[src/rtl/qsign_conv_pipe.sv]
// Two-stage sign-magnitude <-> two's complement converter with valid/ready flow control.
// Build option: define QSIGN_CONV_SAT_EN to saturate the TC2SM minimum value instead of wrapping to -0.
module qsign_conv_pipe #(
  parameter int unsigned N  = 32,
  parameter int unsigned Q  = 15,
  parameter int unsigned CW = 8
) (
  input  logic          i_clk,
  input  logic          i_rst,
  input  logic          i_valid,
  output logic          o_ready,
  input  logic          i_mode,
  input  logic [N-1:0]  i_data,
  output logic          o_valid,
  input  logic          i_ready,
  output logic [N-1:0]  o_data,
  output logic          o_overflow,
  output logic          o_negzero,
  input  logic          i_clr,
  output logic [CW-1:0] o_ovf_count
);

  // Q only annotates the fixed-point format; bit positions never depend on it.
  if (Q >= N) begin : g_q_range
    $error("qsign_conv_pipe: Q must be smaller than N");
  end

  logic         s1_valid;
  logic [N-1:0] s1_val;
  logic         s1_inc;
  logic         s1_ovf;
  logic         s1_nz;

  logic [N-1:0] s1_val_d;
  logic         s1_inc_d;
  logic         s1_ovf_d;
  logic         s1_nz_d;
  logic         mag_zero;
  logic         s2_adv;

  assign s2_adv   = !o_valid || i_ready;
  assign o_ready  = !i_rst && (!s1_valid || s2_adv);
  assign mag_zero = (i_data[N-2:0] == '0);

  // Stage 1: inversion and special cases; the +1 is deferred to stage 2 via s1_inc.
  always_comb begin
    s1_val_d = i_data;
    s1_inc_d = 1'b0;
    s1_ovf_d = 1'b0;
    s1_nz_d  = 1'b0;
    if (i_data[N-1]) begin
      if (!i_mode) begin
        if (mag_zero) begin
          s1_val_d = '0;
          s1_nz_d  = 1'b1;
        end else begin
          s1_val_d = ~{1'b0, i_data[N-2:0]};
          s1_inc_d = 1'b1;
        end
      end else begin
        if (mag_zero) begin
          s1_ovf_d = 1'b1;
`ifdef QSIGN_CONV_SAT_EN
          s1_val_d = '1;
`else
          s1_val_d = {1'b1, {(N-1){1'b0}}};
`endif
        end else begin
          // Low bits of ~x are never all ones here, so the +1 cannot disturb the sign bit.
          s1_val_d = {1'b1, ~i_data[N-2:0]};
          s1_inc_d = 1'b1;
        end
      end
    end
  end

  // Pipeline registers for both stages.
  always_ff @(posedge i_clk) begin
    if (i_rst) begin
      s1_valid   <= 1'b0;
      s1_val     <= '0;
      s1_inc     <= 1'b0;
      s1_ovf     <= 1'b0;
      s1_nz      <= 1'b0;
      o_valid    <= 1'b0;
      o_data     <= '0;
      o_overflow <= 1'b0;
      o_negzero  <= 1'b0;
    end else begin
      if (o_ready) begin
        s1_valid <= i_valid;
        if (i_valid) begin
          s1_val <= s1_val_d;
          s1_inc <= s1_inc_d;
          s1_ovf <= s1_ovf_d;
          s1_nz  <= s1_nz_d;
        end
      end
      if (s2_adv) begin
        o_valid <= s1_valid;
        if (s1_valid) begin
          o_data     <= s1_val + N'(s1_inc);
          o_overflow <= s1_ovf;
          o_negzero  <= s1_nz;
        end
      end
    end
  end

  // Saturating overflow event counter; clear wins over a concurrent count.
  always_ff @(posedge i_clk) begin
    if (i_rst || i_clr) begin
      o_ovf_count <= '0;
    end else if (o_valid && i_ready && o_overflow && (o_ovf_count != {CW{1'b1}})) begin
      o_ovf_count <= o_ovf_count + CW'(1);
    end
  end

endmodule

[config.mk]
export PLATFORM = sky130hd
export DESIGN_NAME = qsign_conv_pipe
export DESIGN_NICKNAME = d
export VERILOG_FILES = /design/src/rtl/qsign_conv_pipe.sv
export SDC_FILE = /design/constraint.sdc
export NUM_CORES = 1
export LEC_CHECK = 0
export ABC_AREA = 1
export CORE_MARGIN = 2
export CORE_UTILIZATION = 35
export DETAILED_ROUTE_END_ITERATION = 12
export DONT_BUFFER_PORTS = 1
export GPL_TIMING_DRIVEN = 0
export SLEW_MARGIN = 10
export SYNTH_ARGS = -nofsm -noshare
export SYNTH_HDL_FRONTEND = slang
export SYNTH_SLANG_ARGS = --single-unit
[constraint.sdc]
create_clock -name i_clk -period 3 [get_ports i_clk]
set_input_delay 0.3 -clock i_clk [delete_from_list [all_inputs] [get_ports i_clk]]
set_output_delay 0.3 -clock i_clk [all_outputs]
set_load 0.02 [all_outputs]
== After elaboration in Yosys (flattened, before gate mapping) ==
Cells that the tools add are included.

* Flip-flop bits (word level): 79
* Bits in latches: 0
* Memory bits (writable): 0
* Bits in read-only memories: 0
* Output and inout bits: 44
* Memories kept: 0

* Add/subtract/negate cells: 2
* Multipliers: 0
* Div/mod/pow operators: 0
* Magnitude comparators: 0
* Eq/ne operators: 1
* Shifts and indexed selects: 0
* Muxes and demuxes: 11
* Bitwise gates (word level): 2
* Reductions and logical operators: 13

{| class="wikitable"
|+ Operator list
! operator !! number
|-
| 32-bit two-way mux || 3
|-
| 32-bit by 1-bit adder with 32-bit output || 1
|-
| 31-bit inverter with 32-bit output || 1
|-
| 31-bit zero test || 1
|-
| 31-bit two-way mux || 1
|-
| 31-bit inverter || 1
|-
| 8-bit by 1-bit adder with 8-bit output, second input constant || 1
|-
| 8-bit inequality test, second input constant || 1
|-
| 1-bit two-way mux || 7
|-
| 1-bit logical AND || 4
|-
| 2-bit AND reduction || 2
|-
| 1-bit zero test || 3
|-
| 1-bit logical OR || 3
|}

== Logic depth before layout (Yosys ltp) ==
* Word-level depth: 5
* Depth in mapped cells: 11
* Depth with buffers taken out: 11

== Least setup slack after synthesis ==
Ideal clock, no wire load.

* Path kind: register to register
* Start: reg s1_val[0]
* End: reg o_data[16]
* Arrival time: 1.437 ns
* Path slack: 1.450 ns
* Cell stages (with the launch flop): 12
* Period minus slack after synthesis: 1.550 ns
* Path through: dfxtp_1 ha_1 ha_1 inv_1 nor2_4 nand2_4 nor2_2 nand2_1 nand2_1 nand2_1 o21ai_1 inv_1

* Longest elaborated chain between the ends: 1

{| class="wikitable"
|+ Ends and longest elaborated chain
! what !! line !! text
|-
| from (decl) || 29 || <nowiki>logic [N-1:0] s1_val;</nowiki>
|-
| from (signal assigned) || 93 || <nowiki>s1_val <= s1_val_d;</nowiki>
|-
| 32-bit by 1-bit adder with 32-bit output || 102 || <nowiki>o_data <= s1_val + N'(s1_inc);</nowiki>
|-
| to (signal assigned) || 102 ||
|-
| to (decl) || 16 || <nowiki>output logic [N-1:0] o_data,</nowiki>
|}

Every way passes these cells.
A chain may end at the register's enable or synchronous reset.

== Worst setup path after layout ==
Ends and elaborated chain as after synthesis.

==> impl_results.md <==
- Share of layout cells above drive strength 1: 8.14%
- Hold_buf cts: 0
- RSZ-0062 raised after global routing: no
- Antenna viol nets, final: 0
- First DRT Iteration DRCs: 264
- CP max FO: 5
- Ys flop type: dfxtp_1
- Layout area overhead: 11.8%
- VDD IR max: 246 µV
- # fillers: 1415
- Via-to-Cell Ratio: approximately 4.6
- Synth Register Bits: 79
- Synth cell types: 30
- Ys async rst share: 0%
- Clock root buffer: clkbuf_16
- Resize count post-CTS: 0
- Sink Count: 79
- Initial Util: 35.7%
- Status: finished clean
- Sequential area share after synthesis: between 30 and 40%
- Final period utilization: 60.0%
- Mapped Cells: 710
- Vias in the first global route: 3845
- Grt total ovfl: 0
- Hold violation count in the final report: 0
- Depth of the worst register-to-register path: 11
- Placed Instance Area: between 4000 and 5000 µm²
- Setup TNS: 0 ns
- Worst EP required: 3.24 ns
- Total Routing Usage GR: 18.2%
- P per Cell Area: 532 nW/µm²
- Die Wd: 117 µm
- GP Congestion: 0.975
- Clock skew: around 0.0075 ns
- Largest net degree at the start of global routing: 13
- Clk slew on worst S/H paths: 0.06 ns
- Core Area: 12500 µm²
- Port-buffer cells: 0
- Final setup violating endpoints: 0
- Post-route setup slack: 1.20 ns
- Drc violations: 0
- EDFF count, synth: 0
- Slew margin rel.: 65.6%
- Pre-CTS setup slack: 1.20 ns
- Fin. max-slew vios: 0
- CTS tree: built
- Die ar.: 13700 µm²
- Setup crit end kind: flip-flop
- Post-Syn Area: 4460 µm²
- Hpwl dp: 9.44 mm
- Drt total wl: 11.9 mm
- Core Util, Final: 39.9%
- Via count: between 4000 and 5000
- Min Tclk post-route: 1.80 ns
- Finished layout cell area: 4990 µm²
- Rows: 41
- Htree depth: 3
- Max Cap Violations: 0
- Maximum clock insertion buffer count: 2
- Routed WL per cell: 13.3 µm
- Layout Nets: 762
- Hold path depth: 2
- Commonest cells after routing, fill and taps aside: 215 x nand2_1, 119 x nor2_1, 86 x nand3_1
- Worst setup SP type: flip-flop
- Die Ht: 117 µm
- Most common cell after layout, fill and taps aside: nand2_1
- Peak Freq: between 500 and 600 MHz
- Worst skew pair latency: 0.34 ns
- Pleak: 0.00230 µW
- Mean post-synth cell area: 6.29 µm²
- Worst-Margin Slew: approximately 0.52 ns
- Post-CTS setup buffer count: 0
- Kind of critical path: reg -> reg
- Post-synth net total: 751
- Pre-Repair DR Iteration Count: 4
- Ant diodes: 0
- Initial antenna violation count: 0
- First-pass GRT wire length: 19.1 mm
- HP Class: in -> reg
- Synthesis warning total: 0
- IO Pins: 82
- CP Data Arrival Time: ~2 ns
- Num CTS Buffers: 9
==> synth_stat cells (all sizes together), types with 5 or more instances <==
cell type / instances / share of area (%)
xor2: 12 / 2.4
a21oi: 17 / 1.9
nand4: 5 / 1.0
dfxtp: 79 / 35
nand3: 87 / 9.9
buf: 15 / 2.0
xnor2: 8 / 1.6
o21ai: 25 / 3.1
nand2: 220 / 19
nand3b: 10 / 1.7
clkbuf: 11 / 0.92
inv: 81 / 6.8
nor2: 133 / 13
==> metal layers <==
metal	track usage [%]	vias to the layer above	wire length [µm]
met5	0	-	0
met4	6.59	0	231
met3	4.74	16	747
met2	27.2	94	5080
met1	25.2	1760	5890
li1	-	2238	-
==> sequential cells by signal, summed over array words and instances (netlist names) <==
signal	count
s1_ovf	1
o_overflow	1
o_valid	1
s1_valid	1
s1_inc	1
s1_val	32
o_negzero	1
o_data	32
s1_nz	1
o_ovf_count	8
==> final timing paths <==
check | from | endpoint | slack, ns
setup / recovery | s1_val[0]$_SDFFE_PP0P_ | o_data[16]$_SDFFE_PP0P_ | 1.20
hold / removal | i_mode | s1_ovf$_SDFFE_PP0P_ | 0.12
setup reg to reg | s1_val[0]$_SDFFE_PP0P_ | o_data[16]$_SDFFE_PP0P_ | 1.20
hold reg to reg | s1_nz$_SDFFE_PP0P_ | s1_nz$_SDFFE_PP0P_ | 0.46
==> cells by family (layout without fill, tap and decap cells) <==
group                    after synthesis  count (layout)  synth area share, %
AND/OR/NAND/NOR                      457             457                 44.6
buffers and inverters                107             122                 9.78
flip-flops                            79              79                 35.4
AO/OA/AOI/OAI                         44              44                 5.38
XOR/XNOR                              20              20                 3.92
adder cells (fa/ha/maj)                3               3                0.841
==> layout make-up <==
type	instances	area, µm²	share of cell area [%]
Buffer	26	133	2.66
Clock buffer	11	243	4.86
Clock inverter	4	70.1	1.40
Inverter	81	304	6.09
Multi-Input combinational cell	524	2450	49.0
Sequential cell	79	1580	31.7
Tap cell	172	215	4.31
==> stage by stage <==
| step | hold WS, ns | cells | power (µW) |
|---|---|---|---|
| after floorplan | 0.442 | 710 | 1440 |
| after global placement | 0.454 | 882 | 1520 |
| after detailed placement | 0.454 | 882 | 1530 |
| after CTS | 0.116 | 897 | 2680 |
| after global routing | 0.119 | 897 | 2770 |
| final | 0.122 | 897 | 2650 |
==> worst max-delay path, stage by stage, from the launching register on <==
cell and delay (ns):
dfxtp_1 0.33, ha_1 0.20, ha_1 0.24, inv_1 0.10, nor2_4 0.21, nand2_4 0.10, nor2_2 0.12, nand2_1 0.10
nand2_1 0.08, nand2_1 0.05, o21ai_1 0.11, inv_1 0.04
==> power by group <==
group	internal [µW]	total [µW]	leakage, µW	switching (µW)
sequential	1120	1240	0.000651	118
combinational	98.6	264	0.00149	165
clock	743	1150	0.000155	407
(Power assumes the default switching activity.)
==> patch: new RTL, config.mk and constraints unchanged <==
Add a define of `QSIGN_CONV_SAT_EN`.
--- a/src/rtl/qsign_conv_pipe.sv
+++ b/src/rtl/qsign_conv_pipe.sv
@@ -2,2 +2,4 @@
 // Build option: define QSIGN_CONV_SAT_EN to saturate the TC2SM minimum value instead of wrapping to -0.
+`define QSIGN_CONV_SAT_EN
+
 module qsign_conv_pipe #(
Formal check against the unedited RTL: not equivalent (a bounded check fails within 4 cycles, from zero or initial values and one cycle with i_rst high).
==> patch against the original RTL <==
  * Sequential cell count stayed put
  * Synthesized area is 6.2% higher
  * Clock skew hardly changed
  * Wire length is 14% higher
  * Cell area is 5.6% higher
  * Worst setup slack better by 0.067 ns
  * Total power is 3.0% higher
==> patch: results (changes against the original RTL) <==
[logic_synthesis]
synth_cell_types = 31  ; was 30
synth_nets = 825  ; was 751
ys_seq_area_frac = 0.3335  ; was 0.3543
synth.area.top_cells = dfxtp_1 33%, nor2_1 15%, nand2_1 13%  ; was dfxtp_1 35%, nand2_1 18%, nor2_1 10%
synth_common_cells = 186 x nor2_1, 168 x nand2_1, 112 x inv_1, 79 x dfxtp_1, 63 x nand3_1  ; was 215 x nand2_1, 119 x nor2_1, 86 x nand3_1, 79 x dfxtp_1, 72 x inv_1

[drt]
totalWireLength_um = 13650  ; was 11950 um
drtIter0Drc = 288  ; was 264
drt_pass1_iterations = 5  ; was 4
viasPerCell = 4.677  ; was 4.580

[timing]
slew_headroom = 0.5993  ; was 0.6564
clock_skew_ns = 0.007418  ; was 0.007498 ns
timing.hold.ws_ns = 0.1468  ; was 0.1222 ns

[cts]
ctsResizeCount = 0  ; unchanged
cts_root_buffer = clkbuf_16  ; unchanged
htree_num_levels = 3  ; unchanged
post_cts_buffers = 0  ; unchanged
ctsHoldBuffers = 0  ; unchanged
clk_latency_ns = 0.35
cts_buffers = 9  ; unchanged
clk_pin_slew_worst_paths_ns = 0.06  ; about the same

[grt]
met2_usage = 0.2843  ; was 0.2724
grt_max_degree = 14  ; was 13
grt_pass1_wl_um = 22050  ; was 19110 um
use_met3 = 0.04575  ; was 0.04737
antenna_found_initial = 0  ; unchanged
use_met1 = 0.2718  ; was 0.2515
grt_use_total = 0.1959  ; was 0.1815
grt_pass1_vias = 4229  ; was 3845

[final_layout]
largestRegisters = o_data x32, s1_val x32, o_ovf_count x8  ; unchanged
nNetsFinal = 836  ; was 762
diodes = 0  ; unchanged
drive_above_1_share = 0.09000  ; was 0.08138

[placement]
gp_congestion = 0.9589  ; was 0.9750
dpl-instance-area_mm2 = 0.004962  ; was 0.004679 mm2
io_buffers = 0  ; unchanged
post-place-ws_ns = 1.264  ; was 1.199 ns
hpwl_um = 10620  ; was 9438 um

[critical_path]
r2r-end = o_data[30]  ; was o_data[16]
timing.rr.start = s1_val[0]  ; unchanged
critPathSlowestCell = dfxtp_1  ; unchanged
worst_path_largest_cell_delay_ns = 0.35  ; was 0.33 ns
crit_fanout = 6  ; was 5
arrival_ns = 1.99  ; was 2.03 ns
r2r_cells = 11  ; unchanged

[min_path]
whs_path_depth = 3  ; was 2
worstHoldEndpoint = s1_val[0]  ; was s1_ovf
worstHoldStart = i_data[0]  ; was i_mode

[power]
vdd_ir_drop_max_mv = 0.2754  ; was 0.2462 mV
power_leakage_nw = 2.491  ; was 2.296 nW

[run_status]
outcome = completed  ; unchanged

[patch: kinds of logic (layout without fill, tap and decap cells)]
group	after synthesis	in the layout	share of synthesized area
xor gates and xnor gates	16	16	0.02955
DFF	79	79	0.3335
AOI/OAI and AO/OA	75	75	0.08417
buffers and inverters	152	168	0.1338
and+or+nand+nor	459	459	0.4111
adders and majority gates	3	3	0.007916
[patch: how the worst max path moves through the flow]
| stage | start | cells past startpoint | slack (ns) | end |
|---|---|---|---|---|
| after floorplan | s1_val[0] | 10 | 1.50 | o_data[12] |
| after global placement | s1_val[0] | 11 | 1.28 | o_data[30] |
| after detailed placement | s1_val[0] | 11 | 1.26 | o_data[30] |
| after CTS | s1_val[0] | 9 | 1.25 | o_data[14] |
| after global routing | s1_val[0] | 11 | 1.09 | o_data[30] |
| final | s1_val[0] | 11 | 1.27 | o_data[30] |
[patch: critical path, delay by kind of cell (launching register included)]
kind                     cells  cell delay (ns)
buffers and inverters        1             0.03
adder cells (fa/ha/maj)      2             0.37
flip-flops                   1             0.35
AND/OR/NAND/NOR              8             0.88
[patch: per-layer routing]
metal	vias up	share of wire
met3	25	0.072
li1	2421	-
met2	143	0.42
met1	1976	0.48
met4	0	0.030
met5	-	0
[patch: report_power, final]
| group | switching, mW | leakage (nW) | total (mW) | internal, mW |
|---|---|---|---|---|
| combinational | 0.226 | 1.69 | 0.348 | 0.122 |
| sequential | 0.118 | 0.654 | 1.25 | 1.13 |
| clock | 0.449 | 0.152 | 1.14 | 0.688 |
| total | 0.794 | 2.49 | 2.73 | 1.94 |
[patch: through the flow]
stage,instances,utilization,total power [mW]
after CTS,976,0.3981,2.749
after floorplan,784,-,1.513
after global placement,960,0.3747,1.615
after global routing,976,0.3981,2.859
final,976,0.3981,2.735
after detailed placement,960,0.3747,1.618
[patch: area by class of cell]
class / instances / area (um2)
fillers: 1468 / 7971
clock buffers: 11 / 252.7
clock inverters: 5 / 56.30
plain buffers: 30 / 176.4
multi-input cells: 553 / 2526
flip-flops and latches: 79 / 1582
inverters: 122 / 457.9
well taps: 176 / 220.2
